## src/rtl/fifo_read_streamer.sv

```systemverilog
// Read-side consumer of an async FIFO: prefetches into a 2-entry buffer, presents the
// words as a valid/ready stream framed into bursts, and counts delivered beats.
module fifo_read_streamer #(
  parameter int DATA_W    = 16,
  parameter int BURST_LEN = 8,
  parameter int CNT_W     = 32
) (
  input  logic              r_clk,
  input  logic              r_reset_n,
  input  logic              flush,
  input  logic              fifo_empty,
  input  logic [DATA_W-1:0] fifo_r_data,
  output logic              fifo_r_en,
  output logic              m_valid,
  input  logic              m_ready,
  output logic [DATA_W-1:0] m_data,
  output logic              m_last,
  output logic [CNT_W-1:0]  word_cnt
);

  localparam int BEAT_W = (BURST_LEN > 1) ? $clog2(BURST_LEN) : 1;
  localparam logic [BEAT_W-1:0] LAST_BEAT = BEAT_W'(BURST_LEN - 1);

  logic [1:0]        count_q, count_d;
  logic              rdPend_q;
  logic              drop_q;
  logic              run_q;
  logic [BEAT_W-1:0] beat_q, beat_d;
  logic [CNT_W-1:0]  wordCnt_q;
  logic [DATA_W-1:0] head_q, head_d;
  logic [DATA_W-1:0] tail_q, tail_d;

  logic       pop;
  logic       capture;
  logic [2:0] inFlight;
  logic [2:0] countNext;

  assign pop      = m_valid & m_ready;
  assign m_valid  = (count_q != 2'd0);
  assign m_data   = head_q;
  assign m_last   = m_valid & (beat_q == LAST_BEAT);
  assign word_cnt = wordCnt_q;
  assign capture  = rdPend_q & ~drop_q;

  // Buffered words plus the read already in flight, after this cycle's pop, must leave a free slot.
  assign inFlight  = {1'b0, count_q} + {2'b0, rdPend_q} - {2'b0, pop};
  assign fifo_r_en = run_q & ~fifo_empty & ~flush & (inFlight < 3'd2);
  assign countNext = {1'b0, count_q} + {2'b0, capture} - {2'b0, pop};

  always_comb begin
    head_d  = head_q;
    tail_d  = tail_q;
    count_d = flush ? 2'd0 : countNext[1:0];
    beat_d  = beat_q;
    if (pop && (count_q == 2'd2)) begin
      head_d = tail_q;
    end
    // The arriving word lands in whichever slot is free once this cycle's pop has left.
    if (capture) begin
      if ((count_q == 2'd0) || ((count_q == 2'd1) && pop)) begin
        head_d = fifo_r_data;
      end else begin
        tail_d = fifo_r_data;
      end
    end
    if (flush) begin
      beat_d = '0;
    end else if (pop) begin
      beat_d = (beat_q == LAST_BEAT) ? '0 : beat_q + BEAT_W'(1);
    end
  end

  always_ff @(posedge r_clk or negedge r_reset_n) begin
    if (!r_reset_n) begin
      run_q     <= 1'b0;
      count_q   <= 2'd0;
      rdPend_q  <= 1'b0;
      drop_q    <= 1'b0;
      beat_q    <= '0;
      wordCnt_q <= '0;
      head_q    <= '0;
      tail_q    <= '0;
    end else begin
      run_q    <= 1'b1;
      count_q  <= count_d;
      rdPend_q <= fifo_r_en;
      drop_q   <= flush & rdPend_q;
      beat_q   <= beat_d;
      head_q   <= head_d;
      tail_q   <= tail_d;
      if (pop) begin
        wordCnt_q <= wordCnt_q + CNT_W'(1);
      end
    end
  end

  overflowCheck: assert property (@(posedge r_clk) disable iff (!r_reset_n) countNext <= 3'd2);

endmodule

```

## config.mk

```make
export PLATFORM = sky130hd
export DESIGN_NAME = fifo_read_streamer
export DESIGN_NICKNAME = d
export VERILOG_FILES = /design/src/rtl/fifo_read_streamer.sv
export SDC_FILE = /design/constraint.sdc
export NUM_CORES = 1
export LEC_CHECK = 0
export ABC_CLOCK_PERIOD_IN_PS = 2700
export CORE_AREA = 8 8 90 92
export CTS_CLUSTER_SIZE = 40
export DETAILED_ROUTE_END_ITERATION = 16
export DIE_AREA = 0 0 98 100
export PLACE_DENSITY = 0.78
export RECOVER_POWER = 100
export SLEW_MARGIN = 20
export SYNTH_ARGS = -nofsm -noshare
export SYNTH_HDL_FRONTEND = slang
export SYNTH_SLANG_ARGS = --single-unit
export TNS_END_PERCENT = 10
```

## constraint.sdc

```tcl
create_clock -name r_clk -period 2.7 [get_ports r_clk]
set_input_delay 0.405 -clock r_clk [delete_from_list [all_inputs] [get_ports r_clk]]
set_output_delay 0.405 -clock r_clk [all_outputs]
set_load 0.05 [all_outputs]
```

==> metrics.txt <==
reg2reg path depth=4; TritonCTS buffer count=9; DRT iter0 DRCs=66; routed length per placed instance=15.6 µm; core area=between 6000 and 7000 µm²; Post-synth top flop=dfrtp_1; Fmax=approximately 400 MHz; share of post-route cells with drive strength above 1=0.113; crit path max fanout=7; vias in the first global route=roughly 2300; VDD IR max=0.813 mV; CP Launch Type=register; setup TNS=0 ns; Final Hold Fails=0; Crit path required time=~2.3 ns; full die area=approximately 9800 µm²; largest net degree at the start of global routing=43; count leader, synth=dfrtp_1; FP Rows=30; DR vias/cell=between 5 and 6; worst hold path class=reg -> reg; clock sinks=just over 70; Worst Setup End Kind=output port; CTS Buffer Depth=2; Die Wd=between 90 and 100 µm; Util after Layout=0.651; synth top area cells=dfrtp_1 55%, xnor2_1 7.5%, mux2_2 5.2%; clk_lat worst skew=0.34 ns; Hold Buf Count CTS=0; CP Depth=6; max_cap viols=1; I/O pins=72; Detail Placement HPWL=4910 µm; Worst-Margin Slew=between 1.5 and 2 ns; syn nets=303; CP Class=reg -> out; Clock transition at path regs=roughly 0.080 ns; Finished Cell Area=between 4000 and 5000 µm²; CP Data Arrival Time=between 2 and 2.5 ns; final WL=just under 7000 µm; RSZ-0062 raised after global routing=false; ys async rst share=1.00; min Tclk post-route=around 2.6 ns; endpoints failing setup=0; CP peak stage delay=approximately 0.52 ns; DRC viols=0; n_diodes=0; post-route antenna net violation count=0; routed vias=between 2000 and 2500; Initial Util=0.492; Pleak=between 2 and 2.5 nW; Fin Hold WS=a little under 0.5 ns; die span in y=~100 µm; synth unique cells=39; Placer Congestion=slightly below 0.8; Slew Limit Fails=31; Pre-antenna DRT Iters=4; EDFF count, synth=0; share of the synthesized area in the top cell type=0.552; failing checks=capacitance limit, slew limit; register area share after synthesis=0.552; average cell area after synthesis=11.8 µm²; Yosys top cell by area=dfrtp_1; Synth Instances=between 200 and 300; Global Route Usage Sum=0.148; Min-Delay Path Depth=1; critical path's slowest cell=fa_1; area post-placement=between 4000 and 5000 µm²; Layout Skew=approximately 0.011 ns; CTS H-tree lvls=3; commonest cells in the netlist=72 x dfrtp_1, 31 x nand2_1, 28 x xnor2_1; Worst Path Buf+Inv=1; Port-buffer cells=a little over 70; R2R setup slack=about 0.53 ns; Layout Nets=384; Layout area overhead=32.4%; post-synthesis register bit count=72; status=finished, violations left; first-pass GRT wire length=around 12000 µm; initial antenna violation count=0; family with the most delay on the worst path=adder cells; Rel. slew slack=-0.143; Root Buffer=clkbuf_8; mapped cell area=about 3300 µm²; Period Utilization, post-route=0.946; Power Dens Cells=916 nW/µm²; CTS tree=done; CP Cell Sequence=o21ai_2 -> nor2_1 -> fa_1 -> nand2_1 -> nor4_4 -> buf_12; Ys Warns=0; grt total ovfl=0
-- report_power, final --
part	switching (mW)	total, mW	internal, mW
Clock	0.390	1.10	0.710
Sequential	0.159	1.47	1.32
Combinational	0.885	1.39	0.502
-- cells by family (layout without fill, tap and decap cells) --
| family | count (synthesis) | after routing | share of synthesized area |
|---|---|---|---|
| buffers and inverters | 14 | 100 | 0.0234 |
| adder cells (fa/ha/maj) | 6 | 6 | 0.0253 |
| AO/OA/AOI/OAI | 22 | 22 | 0.0398 |
| multiplexers | 32 | 32 | 0.104 |
| AND/OR/NAND/NOR | 94 | 94 | 0.161 |
| other | 1 | 1 | 0.00115 |
| XOR/XNOR | 35 | 35 | 0.0938 |
| flip-flops | 72 | 72 | 0.552 |
-- stage by stage --
step	power [mW]	std cells	setup WS, ns
after floorplan	2.46	276	0.156
after global placement	2.90	423	0.0731
after detailed placement	2.94	423	-0.0247
after CTS	4.05	439	0.0471
after global routing	4.17	442	0.0443
final	3.96	442	0.146
-- worst paths after layout --
check	from	to
min reg2reg	word_cnt[31]$_DFFE_PN0P_	word_cnt[31]$_DFFE_PN0P_
min	word_cnt[31]$_DFFE_PN0P_	word_cnt[31]$_DFFE_PN0P_
min in group asynchronous	r_reset_n	tail_q[0]$_DFFE_PN0P_
max	count_q[0]$_DFF_PN0_	fifo_r_en
max reg2reg	count_q[0]$_DFF_PN0_	m_data[8]$_DFF_PN0_
max in group asynchronous	r_reset_n	count_q[1]$_DFF_PN0_
-- layer usage --
metal  vias up  wire (µm)  share of wire  GRT usage
li1       1120          -              -          -
met1      1164       3160           0.46      0.194
met2        69       3260           0.47      0.224
met3        12        368          0.053     0.0415
met4         0        114          0.017     0.0612
met5         -          0              0          0
-- final cells by class --
| cell class | instances | area [µm²] |
|---|---|---|
| Fill cell | 512 | 2320 |
| Sequential cell | 72 | 1800 |
| Multi-Input combinational cell | 190 | 1370 |
| Timing Repair Buffer | 79 | 771 |
| Clock buffer | 11 | 131 |
| Clock inverter | 5 | 129 |
| Tap cell | 80 | 100 |
| Inverter | 5 | 18.8 |
-- timing repair --
| action | in CTS | in global routing |
|---|---|---|
| gates resized for setup | 2 | 0 |
| setup endpoints to repair | 1 | 1 |
| buffers inserted | 0 | 3 |
| pin swaps | 1 | 1 |
-- registers in the layout (all words and copies together), names as in the netlist --
name      cells
count_q       2
m_data       16
run_q         1
rdPend_q      1
beat_q        3
tail_q       16
drop_q        1
word_cnt     32
-- cell usage in the layout, fill, tap and decap left out, types with 3 or more instances in the layout --
master           synthesis  routed
dfrtp_1                 72      71
dlygate4sd3_1            0      51
inv_1                    5       5
mux2_2                  15      15
clkbuf_1                 1       7
nand3_1                 14      14
bufinv_16                0       4
xor2_1                   7       7
and4_1                   3       3
buf_4                    3       3
nand4_1                 14      14
nor2_1                   9       9
xnor2_1                 28      28
mux2i_1                 16      16
nand2_1                 31      31
clkdlybuf4s50_1          0      17
o21ai_0                 14      16
a21oi_1                  3       3
ha_1                     5       5
and3_1                   4       4
nor3_1                   4       6
clkbuf_8                 0       9
(Power assumes the default switching activity.)
